--- src/rtl/jesd204_rx_cgs_align.sv ---
// JESD204B per-lane receive front end: code-group sync state machine, SYNC~ generation,
// and alignment of the 2-octet SERDES stream into 32-bit beats starting at user data.
module jesd204_rx_cgs_align #(
   parameter int CGS_K_COUNT     = 4,
   parameter int CHECK_ERR_LIMIT = 3,
   parameter int ERR_CNT_WIDTH   = 16
) (
   input  logic                     clk,
   input  logic                     reset,
   input  logic                     phy_ready,
   input  logic [15:0]              rx_data,
   input  logic [1:0]               rx_charisk,
   input  logic [1:0]               rx_disperr,
   input  logic [1:0]               rx_notintable,
   output logic                     sync_n,
   output logic                     lane_synced,
   output logic [31:0]              data_out,
   output logic [3:0]               charisk_out,
   output logic                     data_valid,
   output logic                     first_beat,
   output logic [ERR_CNT_WIDTH-1:0] err_count
);

   localparam int KW = $clog2(CGS_K_COUNT + 1);
   localparam int IW = $clog2(CHECK_ERR_LIMIT + 1);

   typedef enum logic [1:0] {
      CS_INIT  = 2'd0,
      CS_DATA  = 2'd1,
      CS_CHECK = 2'd2
   } cs_t;

   typedef struct packed {
      cs_t                     st;
      logic [KW-1:0]           kcnt;
      logic [IW-1:0]           icnt;
      logic [1:0]              vcnt;
      logic                    lock;
      logic                    first;
      logic [1:0]              pcnt;
      logic [23:0]             pbuf;
      logic [2:0]              pk;
      logic [ERR_CNT_WIDTH-1:0] err;
      logic                    beat;
      logic                    bfirst;
      logic                    kill;
      logic [31:0]             bdata;
      logic [3:0]              bk;
   } ctx_t;

   ctx_t                     r_ctx;
   ctx_t                     w_c0;
   ctx_t                     w_c1;
   ctx_t                     w_c2;
   ctx_t                     w_nxt;
   logic                     w_emit;
   logic                     r_sync_n;
   logic                     r_lane_synced;
   logic [31:0]              r_data_out;
   logic [3:0]               r_charisk_out;
   logic                     r_data_valid;
   logic                     r_first_beat;

   // One octet through lock/pack, error count and CGS state; beat fields report a completed beat.
   function automatic ctx_t step(input ctx_t c, input logic [7:0] d, input logic k,
                                 input logic de, input logic nt);
      ctx_t n;
      logic v;
      logic vk;
      logic pack;
      n    = c;
      v    = ~de & ~nt;
      vk   = v & k & (d == 8'hBC);
      pack = 1'b0;
      if (c.st == CS_DATA && !c.lock && !vk) begin
         n.lock  = 1'b1;
         n.first = 1'b1;
         pack    = 1'b1;
      end else if (c.st != CS_INIT && c.lock) begin
         pack = 1'b1;
      end else begin
         pack = 1'b0;
      end
      if (pack) begin
         case (c.pcnt)
            2'd0: begin n.pbuf[7:0]   = d; n.pk[0] = k; n.pcnt = 2'd1; end
            2'd1: begin n.pbuf[15:8]  = d; n.pk[1] = k; n.pcnt = 2'd2; end
            2'd2: begin n.pbuf[23:16] = d; n.pk[2] = k; n.pcnt = 2'd3; end
            default: begin
               n.beat   = 1'b1;
               n.bfirst = n.first;
               n.first  = 1'b0;
               n.bdata  = {d, c.pbuf};
               n.bk     = {k, c.pk};
               n.pcnt   = 2'd0;
            end
         endcase
      end
      if (!v && c.st != CS_INIT && c.err != {ERR_CNT_WIDTH{1'b1}}) begin
         n.err = c.err + ERR_CNT_WIDTH'(1);
      end
      case (c.st)
         CS_INIT: begin
            if (!vk) begin
               n.kcnt = '0;
            end else if (c.kcnt == KW'(CGS_K_COUNT - 1)) begin
               n.st   = CS_DATA;
               n.kcnt = '0;
               n.lock = 1'b0;
            end else begin
               n.kcnt = c.kcnt + KW'(1);
            end
         end
         CS_DATA: begin
            if (!v) begin
               n.st   = CS_CHECK;
               n.icnt = IW'(1);
               n.vcnt = 2'd0;
            end
         end
         CS_CHECK: begin
            if (!v && c.icnt == IW'(CHECK_ERR_LIMIT - 1)) begin
               // Losing sync drops any partial beat, including one this octet just completed.
               n.st    = CS_INIT;
               n.kcnt  = '0;
               n.icnt  = '0;
               n.vcnt  = 2'd0;
               n.lock  = 1'b0;
               n.first = 1'b0;
               n.pcnt  = 2'd0;
               n.kill  = 1'b1;
            end else if (!v) begin
               n.icnt = c.icnt + IW'(1);
               n.vcnt = 2'd0;
            end else if (c.vcnt == 2'd3) begin
               n.vcnt = 2'd0;
               n.icnt = c.icnt - IW'(1);
               if (c.icnt == IW'(1)) begin
                  n.st = CS_DATA;
               end
            end else begin
               n.vcnt = c.vcnt + 2'd1;
            end
         end
         default: begin
            n.st = CS_INIT;
         end
      endcase
      return n;
   endfunction

   // Next-state: octet 0 then octet 1; a dropped PHY forces CS_INIT but keeps the error count.
   always_comb begin
      w_c0        = r_ctx;
      w_c0.beat   = 1'b0;
      w_c0.bfirst = 1'b0;
      w_c0.kill   = 1'b0;
      w_c0.bdata  = 32'h0;
      w_c0.bk     = 4'h0;
      w_c1        = step(w_c0, rx_data[7:0], rx_charisk[0], rx_disperr[0], rx_notintable[0]);
      w_c2        = step(w_c1, rx_data[15:8], rx_charisk[1], rx_disperr[1], rx_notintable[1]);
      w_nxt       = w_c2;
      w_emit      = 1'b0;
      if (!phy_ready) begin
         w_nxt     = '0;
         w_nxt.err = r_ctx.err;
         w_emit    = 1'b0;
      end else begin
         w_nxt  = w_c2;
         w_emit = w_c2.beat & ~w_c2.kill;
      end
   end

   // State and output registers.
   always_ff @(posedge clk) begin
      if (reset) begin
         r_ctx         <= '0;
         r_sync_n      <= 1'b0;
         r_lane_synced <= 1'b0;
         r_data_out    <= 32'h0;
         r_charisk_out <= 4'h0;
         r_data_valid  <= 1'b0;
         r_first_beat  <= 1'b0;
      end else begin
         r_ctx         <= w_nxt;
         r_sync_n      <= (w_nxt.st != CS_INIT);
         r_lane_synced <= (w_nxt.st == CS_DATA) || (w_nxt.st == CS_CHECK);
         r_data_valid  <= w_emit;
         r_first_beat  <= w_emit & w_c2.bfirst;
         if (w_emit) begin
            r_data_out    <= w_c2.bdata;
            r_charisk_out <= w_c2.bk;
         end
      end
   end

   assign sync_n      = r_sync_n;
   assign lane_synced = r_lane_synced;
   assign data_out    = r_data_out;
   assign charisk_out = r_charisk_out;
   assign data_valid  = r_data_valid;
   assign first_beat  = r_first_beat;
   assign err_count   = r_ctx.err;

endmodule

--- config.mk ---
export PLATFORM = sky130hd
export DESIGN_NAME = jesd204_rx_cgs_align
export DESIGN_NICKNAME = d
export VERILOG_FILES = /design/src/rtl/jesd204_rx_cgs_align.sv
export SDC_FILE = /design/constraint.sdc
export NUM_CORES = 1
export LEC_CHECK = 0
export ABC_AREA = 1
export BUFFER_PORTS_ARGS = -buffer_cell sky130_fd_sc_hd__buf_2
export CORE_AREA = 4 4 146 148
export DETAILED_ROUTE_END_ITERATION = 16
export DIE_AREA = 0 0 150 152
export GPL_ROUTABILITY_DRIVEN = 1
export GPL_TIMING_DRIVEN = 0
export PLACE_DENSITY = 0.63
export SLEW_MARGIN = 5
export SYNTH_ARGS = -nofsm -noshare
export SYNTH_HDL_FRONTEND = slang
export SYNTH_SLANG_ARGS = --single-unit
--- constraint.sdc ---
create_clock -name clk -period 4.42 [get_ports clk]
set_input_delay 0.884 -clock clk [delete_from_list [all_inputs] [get_ports clk]]
set_output_delay 0.884 -clock clk [all_outputs]
set_load 0.02 [all_outputs]
==> results by group <==
Cells and area
  • Filler cells: 2244
  • Final nets: 1260
  • Number of antenna repair diodes: 0
  • Share of layout cells above drive strength 1: 0.146
  • Area grow syn2layout: 14.9%

Synth
  • Yosys warning total: 0
  • Dominant cells by area after synthesis: dfxtp_1 28%, nand2_1 18%, inv_1 7.4%
  • Most frequent cell after synthesis: nand2_1
  • Avg Inst Size Synth: about 6.2 µm²
  • Cell taking the most area after synthesis: dfxtp_1
  • Top cell type's share of synthesized area: 0.278
  • Ys async rst share: 0
  • Post-synth cell types: 45
  • Register bit total from synthesis: between 90 and 100
  • Sequential fraction of the synthesis area: 0.278
  • Synth Flop Type: dfxtp_1
  • Mapped Area: just under 7000 µm²
  • Cells after Synth: approximately 1100
  • EDFF count, synth: 0
  • Synth Net Count: 1170
  • Commonest cells post-synth: 328 x nand2_1, 137 x inv_1, 98 x nor2_1

Global routing
  • GRT Total Usage: 0.188
  • Global-route wire length before repair: ~35000 µm
  • Largest net degree at the start of global routing: 20
  • Initial antenna violation count: 0
  • Number of global-route vias before repair: just under 7000
  • GR Overflow Total: 0

Critical path
  • WP data required: between 4 and 5 ns
  • WP data arrival: roughly 4.2 ns
  • Crit Path Max Fanout: 10
  • Crit path capture: data_out[2]$_SDFFE_PP0P_
  • Critical path launch point type: input pin
  • CP Class: in -> reg
  • Cells on worst reg2reg path: 16
  • Worst R2R Start: r_ctx[94]$_SDFF_PP0_
  • Crit end category: flop
  • CP startpoint: rx_disperr[0]
  • Setup slack, reg-to-reg: around 0.70 ns
  • R2R Path End: data_out[2]$_SDFFE_PP0P_

Floorplan
  • Die Footprint: about 23000 µm²
  • Cell Rows: 52
  • Core Area: around 20000 µm²
  • Chip width: approximately 150 µm
  • Ports: 81
  • Die height: roughly 150 µm
  • Initial Util: 0.345

Run
  • Max Cap Violations: 0

Routing
  • DR vias: 7396
  • Length of the first detailed-routing pass in iterations: 6
  • Drc violations: 0
  • Drt wl/cell: between 10 and 15 µm
  • ANT nets after route: 0
  • Drt via density: 4.99
  • Post-Route WL: between 20000 and 25000 µm
  • DRT iter0 DRCs: between 600 and 700

Run status
  • Status: finished, final reports clean

Hold path
  • Hold Crit Start: data_out[15]$_SDFFE_PP0P_
  • Hold crit path type: reg -> reg

Timing
  • Slew Viols, Final: 0
  • Final setup violating endpoints: 0
  • RSZ-0062 raised after global routing: false
  • Final Hold Fails: 0
  • Total Neg Setup Slack: 0 ns
  • Post-route minimum period: ~4 ns
  • Tcrit/Tclk final: 0.898
  • Max-slew headroom: 0.474
  • Fmax: around 0.25 GHz
  • Hold slack final: 0.463 ns
  • Clk_skew: roughly 0.012 ns
  • Slew @ Worst Pin: slightly below 0.8 ns

Clock network
  • CTS max path bufs: 2
  • TritonCTS clock tree: done
  • Num CTS Buffers: 9
  • Clock Latency Late Sink: ~0.37 ns
  • # Post-CTS Setup Buffers: 0
  • Clock sinks: 96
  • Clk slew on worst S/H paths: approximately 0.070 ns
  • Clock Tree Root: clkbuf_16
  • Htree depth: 3
  • Hold Buf Count CTS: 0
  • Number of gates resized after cts: 0

Placed design
  • Final RePlAce weighted congestion: ~0.94
  • DP HPWL: ~17000 µm
  • IO buf count: 79

Power and ir drop
  • Leak pwr: roughly 3.7 nW
  • Power Dens Cells: 233 nW/µm²
  • Peak VDD IR: slightly below 0.0002 V
[cell usage in the layout (no fill, tap or decap), types with 9 or more instances in the layout]
master / n
dfxtp_1: 96
inv_1: 137
buf_4: 18
a21oi_1: 84
nand2_1: 328
nand2_2: 15
clkbuf_1: 18
buf_2: 95
ha_1: 28
nor2_1: 98
nand3_1: 67
nand4_1: 31
or2_2: 10
clkbuf_16: 9
o21ai_0: 75
o21a_1: 17
[power by group]
part	leakage (nW)	internal [mW]	switching (mW)
logic	2.79	0.0479	0.110
registers	0.775	0.871	0.0106
clock network	0.143	0.399	0.407
[routing by layer]
metal  share of wire  up-vias  GRT usage
met3           0.071       26     0.0316
li1                -     3767          -
met1            0.45     3366      0.255
met2            0.46      237      0.305
met4           0.021        0     0.0623
met5               0        -          0
[worst min path at each step]
stage / endpoint / depth (start not counted)
6_report: data_out[15]$_SDFFE_PP0P_ / 2
5_1_grt: data_out[9]$_SDFFE_PP0P_ / 2
4_1_cts: data_out[9]$_SDFFE_PP0P_ / 2
3_5_place_dp: data_out[9]$_SDFFE_PP0P_ / 2
3_3_place_gp: data_out[15]$_SDFFE_PP0P_ / 2
2_1_floorplan: r_ctx[77]$_SDFF_PP0_ / 2
[layout make-up]
cell class / instances / area, µm² / share of cell area
multi-input combinational: 820 / 4130 / 0.520
buffer: 61 / 332 / 0.0418
inverter: 140 / 526 / 0.0662
sequential: 96 / 1920 / 0.242
clock buffer: 9 / 225 / 0.0284
clock inverter: 7 / 72.6 / 0.00914
tap: 270 / 338 / 0.0426
timing repair buffer: 79 / 395 / 0.0498
[worst max-delay path: stages]
cell and delay (ns):
buf_2 0.11, nor2_4 0.26, nand2_1 0.10, o31ai_2 0.32
nand2_1 0.30, clkbuf_1 0.34, o211ai_1 0.40, inv_1 0.14
ha_1 0.31, nand2_1 0.19, clkbuf_1 0.47, o21ai_0 0.18
nand4_1 0.13, a21oi_1 0.07
[cells by family (layout without fill, tap and decap cells)]
family                     count (synthesis)  in the layout  synth area share
and+or+nand+nor                          574            574             0.364
DFF                                       96             96             0.278
AOI/OAI and AO/OA                        207            207             0.168
xor gates and xnor gates                  11             11            0.0150
adders and majority gates                 28             28            0.0507
buffers and inverters                    201            296             0.124
[through the flow]
| stage | util | instances | setup WS (ns) | power (mW) | cell area (µm²) |
|---|---|---|---|---|---|
| 2_1_floorplan | - | 1117 | 1.09 | 0.995 | 6910 |
| 3_3_place_gp | 0.381 | 1466 | 0.0242 | 1.06 | 7640 |
| 3_5_place_dp | 0.381 | 1466 | 0.0817 | 1.06 | 7640 |
| 4_1_cts | 0.396 | 1482 | 0.480 | 1.86 | 7940 |
| 5_1_grt | 0.396 | 1482 | 0.0788 | 1.91 | 7940 |
| 6_report | 0.396 | 1482 | 0.449 | 1.85 | 7940 |
[state kept, by name, summed over array words and instances (netlist names)]
register,flops
charisk_out,4
data_out,32
data_valid,1
err_count,16
first_beat,1
lane_synced,1
r_ctx,40
sync_n,1
Power figures use the tool's default switching activity.
